--- src/rtl/count_checker_sat_counter.sv ---
// Event counter that either saturates at all-ones or rolls over to zero.
module sat_counter #(
  parameter int WIDTH    = 8,
  parameter bit SATURATE = 1'b1
) (
  input  logic             clk,
  input  logic             rst,
  input  logic             inc,
  output logic [WIDTH-1:0] q
);

  // One increment step, holding at all-ones when saturating.
  function automatic logic [WIDTH-1:0] bump(input logic [WIDTH-1:0] v);
    if (SATURATE && (v == {WIDTH{1'b1}})) begin
      return v;
    end
    return v + WIDTH'(1);
  endfunction

  // Count register: cleared by reset, advanced on each inc strobe.
  always_ff @(posedge clk) begin
    if (rst) begin
      q <= '0;
    end else if (inc) begin
      q <= bump(q);
    end
  end

endmodule

--- config.mk ---
export PLATFORM = sky130hd
export DESIGN_NAME = sat_counter
export DESIGN_NICKNAME = d
export VERILOG_FILES = /design/src/rtl/count_checker_sat_counter.sv
export SDC_FILE = /design/constraint.sdc
export NUM_CORES = 1
export LEC_CHECK = 0
export ABC_AREA = 1
export ABC_CLOCK_PERIOD_IN_PS = 1900
export CAP_MARGIN = 25
export CORE_AREA = 10 10 47 49
export DETAILED_ROUTE_END_ITERATION = 8
export DIE_AREA = 0 0 57 59
export DONT_BUFFER_PORTS = 1
export GPL_TIMING_DRIVEN = 0
export PLACE_DENSITY_LB_ADDON = 0.12
export SLEW_MARGIN = 10
export SYNTH_ARGS = -nofsm -noshare
export SYNTH_HDL_FRONTEND = slang
export SYNTH_SLANG_ARGS = --single-unit
--- constraint.sdc ---
create_clock -name clk -period 1.9 [get_ports clk]
set_clock_uncertainty 0.15 [all_clocks]
set_input_delay 0.095 -clock clk [delete_from_list [all_inputs] [get_ports clk]]
set_output_delay 0.095 -clock clk [all_outputs]
set_load 0.01 [all_outputs]
======== Yosys cells after proc, flatten, opt, wreduce, memory -nomap -nowiden ========
Index checks and enable logic that the tools add are counted.
cells by class
  add/subtract/negate cells ............... 1
  equality and inequality tests ........... 2
  mux-type cells .......................... 4
  reductions and logical operators ........ 1
operators with widths
  operator             count
  $add 8x1->8 const B  1
  $eq 8x8->1 const B   1
  $mux 8               1
  $mux 1               3
  $ne 2x2->1 const B   1
  $reduce_and 2->1     1
word-level totals
  register bits after elaboration ......... 8

======== Logic depth before layout (Yosys ltp) ========
  depth after elaboration ................. 6
  depth in mapped cells ................... 8

======== Least setup slack after synthesis ========
OpenSTA, ideal clock, no wires.
  path kind ............................... register -> register
  start ................................... register q[0]
  end ..................................... register q[5]
  library setup time ...................... 0.114 ns
  arrival time ............................ 1.139 ns
  required time ........................... 1.636 ns
  path slack .............................. 0.498 ns
  stages on the path, launching flop included .. 8
  path buffers ............................ 1
  period minus slack after synthesis ...... 1.402 ns
  cells stage by stage .................... dfxtp_1 > ha_1 > inv_1 > nor2_1 > nand2_1 > buf_6 > a21oi_1 > nor2_1
between the ends
  cells in the longest elaborated chain, start to end .. 6
  elaborated cells between the ends (all ways) .. 8
RTL lines
  item                        RTL line  RTL
  start: declaration          9         output logic [WIDTH-1:0] q
  start signal: assignment    25        q <= bump(q);
  $eq 8x8->1                  14        if (SATURATE && (v == {WIDTH{1'b1}})) begin
  $mux 1                      14
  $mux 1                      24        end else if (inc) begin
  $mux 1                      22        if (rst) begin
  $ne 2x2->1 (no line)        -
  $reduce_and 2->1 (no line)  -
Several ways; a longest one is shown, not always the timed one. The select of a mux whose other input is x is not followed.
A chain may end at the register's enable or synchronous reset.

======== Worst setup path after layout ========
  start ................................... register q[0]
  end ..................................... register q[0]
The elaborated chain is that of the path after synthesis.

==> results.sh <==
export IMPL_dieWidth_um=57
export IMPL_ioPinCount=11
export IMPL_dp_cells=89
export IMPL_globalRouteMet1Util_pct=7.51
export IMPL_outcome="finished clean"
export IMPL_grt_ovfl_total=0
export IMPL_num_vias=417
export IMPL_core_area_mm2=0.00140
export IMPL_stdcell_count=94
export IMPL_p_int_uw=257
export IMPL_post_route_min_period_ns=1.53
export IMPL_globalRoute_busiestLayer="met2"
export IMPL_cts_root_buffer="clkbuf_4"
export IMPL_powerDensity_mw_per_mm2=637
export IMPL_wl_mm=1.07
export IMPL_fin_tns_setup_ns=0
export IMPL_fin_crit_sh_pct=80.4
export IMPL_antenna_cells=0
export IMPL_seq_power_share_pct=52.4
export IMPL_slew_violations=0
export IMPL_multi_input_area_um2=259
export IMPL_grt_max_degree=11
export IMPL_p_sw_uw=85.5
export IMPL_dp_hpwl_um=787
export IMPL_start_kind="flop"
export IMPL_synth_cells=73
export IMPL_setup_viol=0
export IMPL_hold_class="reg2reg"
export IMPL_drv_cap=0
export IMPL_syn_area_um2=475
export IMPL_synth_top_area_share_pct=33.7
export IMPL_cts_buffers=3
export IMPL_die_area_mm2=0.00336
export IMPL_gp_congestion=0.695
export IMPL_ant_nets=0
export IMPL_nNetsFinal=84
export IMPL_max_slew_worst_pin_slew_ns=0.284
export IMPL_clk_pin_slew_ns=0.06
export IMPL_post_cts_setup_buffers=0
export IMPL_synth_nets=77
export IMPL_wire_per_inst_um=11.4
export IMPL_end_kind="flop"
export IMPL_synth_seq_area_share_pct=33.7
export IMPL_path_max_fanout=10
export IMPL_rsz0062_at_grt="false"
export IMPL_p_clk_share_pct=39.8
export IMPL_final_common_cell="nand2_1"
export IMPL_cp_required_ns=1.90
export IMPL_insertion_delay_ns=0.26
export IMPL_critPathArrivalTime_ns=1.53
export IMPL_first_pass_iters=4
export IMPL_hold_violations=0
export IMPL_avgSynthCellArea_um2=6.51
export IMPL_grt_pass1_vias=415
export IMPL_leakage_uw=0.000231
export IMPL_report_power_total_uw=343
export IMPL_fmax_mhz=655
export IMPL_layout_cell_area_non_filler_um2=538
export IMPL_port_buffers=0
export IMPL_synth_area_leaders="dfxtp_1 (34%), nand2_1 (17%), nor2_1 (9.5%)"
export IMPL_syn_to_final_growth_pct=13.2
export IMPL_grt_first_pass_wirelength_mm=1.88
export IMPL_cts_max_level=1
export IMPL_switching_share_pct=24.9
export IMPL_largest_reg_flops=8
export IMPL_largestRegisters="q (8)"
export IMPL_max_slew_margin_pct=81.1
export IMPL_antenna_found_initial=0
export IMPL_ys_types=12
export IMPL_grtUsageMet3_pct=5.58
export IMPL_viasPerCell=4.44
export IMPL_num_rows=14
export IMPL_vdd_ir_drop_max_uv=308
export IMPL_fp_dieH_um=59
export IMPL_clock_sinks=8
export IMPL_yosys_warnings=0
export IMPL_use_met2_pct=11.0
export IMPL_n_fill_cell=160
export IMPL_p_comb_share_pct=7.8
export IMPL_start_util_pct=33.9
export IMPL_regArea_um2=160
export IMPL_place_area_um2=495
export IMPL_ctsResizeCount=0
export IMPL_drc=0
export IMPL_synth_seq_cells=8
export IMPL_clock_path_buffers=2
export IMPL_grt_usage_pct=7.31
export IMPL_cts_tree="built"
export IMPL_crit_type="reg2reg"
export IMPL_yosys_area_top_type="dfxtp_1"
export IMPL_regMostFlops="q"
export IMPL_drive_gt1_share_pct=11.5
export IMPL_drtIter0Drc=7
export IMPL_hold_slack_ns=0.436
export IMPL_mostFrequentLayoutCells="nand2_1 (22), nor2_1 (12), inv_1 (9)"
cell type report:
| cell class | instances | share of cell area (%) |
|---|---|---|
| Sequential cell | 8 | 29.8 |
| Inverter | 9 | 6.28 |
| Multi-Input combinational cell | 54 | 48.1 |
| Clock buffer | 3 | 4.19 |
| Buffer | 2 | 4.19 |
| Timing Repair Buffer | 2 | 3.72 |
| Tap cell | 16 | 3.72 |
logic make-up (layout without fill, tap and decap cells):
logic type	after synthesis	count (layout)	synth area share (%)
AOI/OAI and AO/OA	7	7	7.37
adders and majority gates	1	1	2.63
buffers and inverters	11	16	11.8
DFF	8	8	33.7
and+or+nand+nor	46	46	44.5
power groups by stage:
stage	combinational, µW	clock (µW)	sequential, µW
finish	26.7	137	180
global route	32.4	155	180
CTS	27.1	146	180
detailed placement	23.9	0	184
global placement	23.1	0	184
floorplan	19.9	0	182
critical path, stage by stage, from the launching register on:
cell and delay [ns]:
dfxtp_1 0.45, ha_1 0.26, inv_1 0.05, nor2_1 0.09, nand2_1 0.08, buf_6 0.15, a21oi_1 0.13, nor2_1 0.06
cell usage after synthesis (all sizes together):
cell type   n
a21oi       7
buf         2
dfxtp       8
ha          1
inv         9
nand2      22
nand3       7
nand3b      2
nor2       15
layer usage:
metal  up-vias  wire [µm]
li1        238          -
met1       167        513
met2        10        439
met3         2        104
met4         0          9
met5         -          0
timing repair:
item	CTS	global route
hold buffers	2	0
endpoints found under the setup margin	0	0
hold endpoints to repair	8	0
path summary, 6_finish.rpt:
check | startpoint | endpoint | depth (start not counted) | slack (ns)
max | q[0] | q[0] | 7 | 0.37
min | q[5] | q[5] | 2 | 0.44
max reg2reg | q[0] | q[0] | 7 | 0.37
min reg2reg | q[5] | q[5] | 2 | 0.44
through the flow:
stage	setup slack (ns)	utilization, %
floorplan	0.498	-
global placement	0.371	35.4
detailed placement	0.371	35.4
CTS	0.355	38.4
global route	0.221	38.4
finish	0.372	38.4
Power figures use the tool's default switching activity.
